$ cat config.mk
export PLATFORM = sky130hd
export DESIGN_NAME = dmem_access_ctrl
export DESIGN_NICKNAME = d
export VERILOG_FILES = /design/src/rtl/dmem_access_ctrl_pkg.sv /design/src/rtl/dmem_access_ctrl_lane_steer.sv /design/src/rtl/dmem_access_ctrl.sv
export SDC_FILE = /design/constraint.sdc
export NUM_CORES = 1
export LEC_CHECK = 0
export ABC_AREA = 1
export CAP_MARGIN = 20
export CORE_MARGIN = 5
export CORE_UTILIZATION = 35
export CTS_CLUSTER_SIZE = 20
export DETAILED_ROUTE_END_ITERATION = 10
export HOLD_SLACK_MARGIN = 0.08
export PLACE_DENSITY = 0.74
export REMOVE_ABC_BUFFERS = 1
export SETUP_SLACK_MARGIN = 0.02
export SYNTH_ARGS = -nofsm -noshare
export SYNTH_HDL_FRONTEND = slang
export SYNTH_HIERARCHICAL = 1
export SYNTH_SLANG_ARGS = --single-unit
$ cat constraint.sdc
create_clock -name clk -period 2 [get_ports clk]
set_input_delay 0.4 -clock clk [delete_from_list [all_inputs] [get_ports clk]]
set_output_delay 0.4 -clock clk [all_outputs]
set_load 0.1 [all_outputs]
$ cat src/rtl/dmem_access_ctrl_pkg.sv
// Shared types and constants for the data-memory access controller.
// Used by dmem_access_ctrl and dmem_lane_steer; no build-time options live here.
package dmem_access_ctrl_pkg;

  localparam int kADDR_W        = 32;
  localparam int kDATA_W        = 32;
  localparam int kBYTE_LANES    = 4;
  localparam int kWORD_ADDR_LSB = 2;

  typedef enum logic [1:0] {
    IDLE = 2'd0,
    REQ  = 2'd1,
    WAIT = 2'd2,
    DONE = 2'd3
  } dmem_state_e;

  typedef struct packed {
    logic                   we;
    logic [kADDR_W-1:0]     addr;
    logic [kDATA_W-1:0]     wdata;
    logic [kBYTE_LANES-1:0] be;
  } dmem_req_s;

  // Lanes touched by an access: all four for a word, one for a byte.
  function automatic logic [kBYTE_LANES-1:0] lane_mask(
    input logic                      is_byte,
    input logic [kWORD_ADDR_LSB-1:0] lane
  );
    logic [kBYTE_LANES-1:0] mask;
    mask = is_byte ? ({{(kBYTE_LANES-1){1'b0}}, 1'b1} << lane) : {kBYTE_LANES{1'b1}};
    return mask;
  endfunction

endpackage : dmem_access_ctrl_pkg

$ cat src/rtl/dmem_access_ctrl_lane_steer.sv
// Combinational byte-lane steering. STORE_DIR=1: replicate the store byte across
// all lanes; STORE_DIR=0: pick the addressed lane of a load word and zero-extend it.
module dmem_lane_steer
  import dmem_access_ctrl_pkg::*;
#(
  parameter bit STORE_DIR = 1'b1
) (
  input  logic                      is_byte_i,
  input  logic [kWORD_ADDR_LSB-1:0] lane_i,
  input  logic [kDATA_W-1:0]        data_i,
  output logic [kDATA_W-1:0]        data_o,
  output logic [kBYTE_LANES-1:0]    be_o
);

  assign be_o = lane_mask(is_byte_i, lane_i);

  // NOTE: every always_comb output gets a default first so no path leaves it unassigned (no latch).
  always_comb begin
    data_o = data_i;
    if (is_byte_i) begin
      if (STORE_DIR) begin
        data_o = {kBYTE_LANES{data_i[7:0]}};
      end else begin
        data_o = {{(kDATA_W-8){1'b0}}, data_i[{lane_i, 3'b000} +: 8]};
      end
    end
  end

endmodule : dmem_lane_steer

$ cat src/rtl/dmem_access_ctrl.sv
// Memory-stage data access sequencer: one valid/ready request per load/store, pipeline
// stall until retirement, SB lane steering and LBU zero-extension. Option: DMEM_MISALIGN_TRAP_EN.
module dmem_access_ctrl
  import dmem_access_ctrl_pkg::*;
#(
  parameter int ADDR_W = kADDR_W,
  parameter int DATA_W = kDATA_W
) (
  input  logic                   clk,
  input  logic                   n_reset,
  input  logic                   mem_op_v_i,
  input  logic                   is_load_op_i,
  input  logic                   is_store_op_i,
  input  logic                   is_byte_op_i,
  input  logic [ADDR_W-1:0]      addr_i,
  input  logic [DATA_W-1:0]      store_data_i,
  output logic                   stall_o,
  output logic [DATA_W-1:0]      load_data_o,
  output logic                   load_data_v_o,
  output logic                   op_done_o,
  output logic                   mem_req_v_o,
  input  logic                   mem_req_ready_i,
  output logic                   mem_req_we_o,
  output logic [ADDR_W-1:0]      mem_req_addr_o,
  output logic [DATA_W-1:0]      mem_req_wdata_o,
  output logic [kBYTE_LANES-1:0] mem_req_be_o,
  input  logic                   mem_resp_v_i,
`ifdef DMEM_MISALIGN_TRAP_EN
  output logic                   misalign_o,
`endif
  input  logic [DATA_W-1:0]      mem_resp_data_i
);

  dmem_state_e                 state_q, state_d;
  dmem_req_s                   req_q, req_d;
  logic                        is_load_q;
  logic                        is_byte_q;
  logic [kWORD_ADDR_LSB-1:0]   lane_q;
  logic [DATA_W-1:0]           load_data_q;
  logic                        trapped;

  logic                        accept;
  logic                        take_load;
  logic                        misalign_hit;
  logic                        resp_take;
  logic [DATA_W-1:0]           st_wdata;
  logic [kBYTE_LANES-1:0]      st_be;
  logic [DATA_W-1:0]           ld_data;
  logic [kBYTE_LANES-1:0]      ld_lanes;

  assign accept    = mem_op_v_i & (is_load_op_i | is_store_op_i);
  // A decode with both flags set is a store.
  assign take_load = is_load_op_i & ~is_store_op_i;

`ifdef DMEM_MISALIGN_TRAP_EN
  logic misalign_q;
  assign misalign_hit = ~is_byte_op_i & (addr_i[kWORD_ADDR_LSB-1:0] != '0);
  assign trapped      = misalign_q;
  assign misalign_o   = (state_q == DONE) & misalign_q;
`else
  assign misalign_hit = 1'b0;
  assign trapped      = 1'b0;
`endif

  // Responses only count in WAIT; a stray one after an abandoned access is dropped.
  assign resp_take = (state_q == WAIT) & mem_resp_v_i & (|ld_lanes);

  dmem_lane_steer #(.STORE_DIR(1'b1)) u_store_steer (
    .is_byte_i (is_byte_op_i),
    .lane_i    (addr_i[kWORD_ADDR_LSB-1:0]),
    .data_i    (store_data_i),
    .data_o    (st_wdata),
    .be_o      (st_be)
  );

  dmem_lane_steer #(.STORE_DIR(1'b0)) u_load_steer (
    .is_byte_i (is_byte_q),
    .lane_i    (lane_q),
    .data_i    (mem_resp_data_i),
    .data_o    (ld_data),
    .be_o      (ld_lanes)
  );

  // Request captured at accept; low address bits drop so words align by truncation.
  always_comb begin
    req_d       = '0;
    req_d.we    = ~take_load;
    req_d.addr  = {addr_i[ADDR_W-1:kWORD_ADDR_LSB], {kWORD_ADDR_LSB{1'b0}}};
    req_d.wdata = st_wdata;
    req_d.be    = st_be;
  end

  always_comb begin
    state_d = state_q;
    case (state_q)
      IDLE:    if (accept) state_d = misalign_hit ? DONE : REQ;
      REQ:     if (mem_req_ready_i) state_d = is_load_q ? WAIT : DONE;
      WAIT:    if (resp_take) state_d = DONE;
      DONE:    state_d = IDLE;
      default: state_d = IDLE;
    endcase
  end

  // NOTE: sequential state uses non-blocking assignments; reset is asynchronous and clears every register.
  always_ff @(posedge clk or negedge n_reset) begin
    if (!n_reset) begin
      state_q     <= IDLE;
      req_q       <= '0;
      is_load_q   <= 1'b0;
      is_byte_q   <= 1'b0;
      lane_q      <= '0;
      load_data_q <= '0;
    end else begin
      state_q <= state_d;
      if ((state_q == IDLE) && accept) begin
        req_q     <= req_d;
        is_load_q <= take_load;
        is_byte_q <= is_byte_op_i;
        lane_q    <= addr_i[kWORD_ADDR_LSB-1:0];
      end
      if (resp_take) begin
        load_data_q <= ld_data;
      end
    end
  end

`ifdef DMEM_MISALIGN_TRAP_EN
  always_ff @(posedge clk or negedge n_reset) begin
    if (!n_reset) begin
      misalign_q <= 1'b0;
    end else if ((state_q == IDLE) && accept) begin
      misalign_q <= misalign_hit;
    end
  end
`endif

  assign stall_o = ((state_q == IDLE) & accept) | (state_q == REQ) | (state_q == WAIT);

  assign op_done_o       = (state_q == DONE);
  assign load_data_v_o   = (state_q == DONE) & is_load_q & ~trapped;
  assign load_data_o     = load_data_q;

  assign mem_req_v_o     = (state_q == REQ);
  assign mem_req_we_o    = req_q.we;
  assign mem_req_addr_o  = req_q.addr;
  assign mem_req_wdata_o = req_q.wdata;
  assign mem_req_be_o    = req_q.be;

endmodule : dmem_access_ctrl

==> out/results.ini <==
[sta]
min_period_ps=1900
fmax_mhz=526
fin_worst_skew_ps=9.80
max_slew_margin=0.614
setup_tns_ps=0
finalSetupViolations=0
rsz0062_at_grt=yes
final.period_utilization=0.950
maxSlewViolCount=0
worst_slew_pin_slew_ps=579
hold_violations=0

[synth]
seq_area_frac_synth=0.520
syn_avg_cell_area_sq_um=7.56
synth.cell_area_sq_mm=0.00506
synth_warnings=6
syn_inst=669
synth_cell_types=20
ys_seq_elements=105

[routing]
drt_iter0_drc=251
dr.pass1.iters=4
num_vias=4820
route.detailed.drc=0
post_drt_via_cell_ratio=4.59
wirelength_microns=14500
wl_per_cell_microns=13.8
drtAntennaViolNets=0

[placed_design]
port_buffers=206
gp_routability_congestion=0.820
dpl.hpwl_microns=10200
placedCellCount=1032

[floorplanning]
start_util=0.352
die_h_microns=130
fp.dieW_microns=130
die_area_sq_mm=0.0170
ioPinCount=209
num_rows=44
coreArea_sq_mm=0.0144

[final_layout]
final_cell_mix=nand2_1, buf_4, dfrtp_1
syn2layout_area_growth_pct=45.1
mostFrequentLayoutCell=nand2_1
fin_nets=971
final_cells=1051
register_area_sq_mm=0.00263
fillers=1396
drive_above_1_share=0.173
num_antenna_cells=0
multi_input_area_sq_mm=0.00200

[grt]
grt_max_degree=106
grt_pass1_vias=4552
grt_usage=0.171
antenna_found_initial=0
grt_pass1_wl_microns=23000
overflow=0

[critical_path]
startpoint_type=flip-flop
critPathCaptureType=output pin
worst-path-max-fanout=4
worstSetupPathType=flip-flop to output pin
critPathRequiredTime_ps=1600
arrival_ps=1500

[clock_network]
root_buffer=clkbuf_16
cts_tree=yes
cts_made_buffers=9
clk_pin_slew_worst_paths_ps=70
cts_buffer_depth=2
htreeDepth=3
cts.sinks=105
clk_latency_ps=350

[min_path]
hp-class=input port to asynchronous set/reset pin

[outcome]
status=complete, no violations

[job]
maxCapViolCount=0

## critical path, cell delays in order, from the launching register on
cell,delay (ps)
dfrtp_1,400
buf_4,160
ha_2,220
nor2_2,110
nand2_1,90
buf_12,170
## state kept, by name (all words and copies together), names as in the netlist
name,flops
is_load_q,1
mem_req_wdata_o,32
mem_req_be_o,4
mem_req_addr_o,30
mem_req_we_o,1
lane_q,2
is_byte_q,1
load_data_o,32
state_q,2
## layout make-up
class	count	area share
timing repair buffer	225	0.277
inverter	38	0.0194
sequential	105	0.358
clock buffer	10	0.0312
multi-input combinational	483	0.272
tap	184	0.0314
clock inverter	6	0.0101
## final timing paths
path	cells after the start	slack, ps	from	end
setup / recovery	5	100	state_q[0]$_DFFE_PN0P_	stall_o
hold / removal	2	120	n_reset	load_data_o[11]$_DFFE_PN0P_
max in group asynchronous	2	1440	n_reset	mem_req_addr_o[10]$_DFFE_PN0P_
setup reg to reg	8	300	lane_q[0]$_DFFE_PN0P_	load_data_o[20]$_DFFE_PN0P_
hold reg to reg	2	470	load_data_o[0]$_DFFE_PN0P_	load_data_o[0]$_DFFE_PN0P_
min in group clk	2	470	load_data_o[0]$_DFFE_PN0P_	load_data_o[0]$_DFFE_PN0P_
## metrics by stage
step                      cell area, sq um   util  hold WS [ps]  worst slack (ps)
final                                 7340  0.511           124              99.5
after global routing                  7340  0.511           163              20.2
after floorplan                       4750      -           104             -1400
after CTS                             7320  0.509           147              50.5
after detailed placement              6990  0.487           460               108
after global placement                6990  0.487           454               130
## routing by layer
metal  part of all wire  vias to the layer above  global-route usage
li1                   -                     2408                   -
met1               0.41                     2205               0.221
met2               0.47                      195               0.265
met3               0.11                       12              0.0712
met4              0.011                        0              0.0477
met5                  0                        -                   0
## cells by family (layout without fill, tap and decap cells)
| kind of cell | count (synthesis) | after routing | share of synthesized area |
|---|---|---|---|
| flops | 105 | 105 | 0.520 |
| other cells | 1 | 2 | 0.000741 |
| buf+inv | 82 | 279 | 0.0896 |
| simple gates | 466 | 466 | 0.364 |
| fa+ha+maj | 5 | 5 | 0.0124 |
| compound gates | 10 | 10 | 0.0134 |
## Yosys cell counts
cell	number	share of area
dfrtp_1	105	0.52
o21ai_0	5	0.0049
nand4_1	1	0.0012
inv_2	4	0.0030
a21oi_1	2	0.0020
nand3_1	67	0.066
o21ai_4	1	0.0032
ha_1	5	0.012
clkbuf_1	3	0.0022
buf_6	5	0.011
inv_1	34	0.025
nand2_1	369	0.27
o21a_1	1	0.0015
buf_8	1	0.0030
nor2_1	28	0.021
o21ai_2	1	0.0017
conb_1	1	0.00074
buf_2	14	0.014
nor2_4	1	0.0022
buf_4	21	0.031
## what timing repair did
action                                  CTS  global route
hold buffers                              0             0
gates resized for setup                   3             4
endpoints found under the setup margin    1             3
pin swaps                                 1             0
setup buffers                             3             0
Power is not shown: default switching activity piles up to over one toggle a cycle in this logic, so the estimate is an artifact.
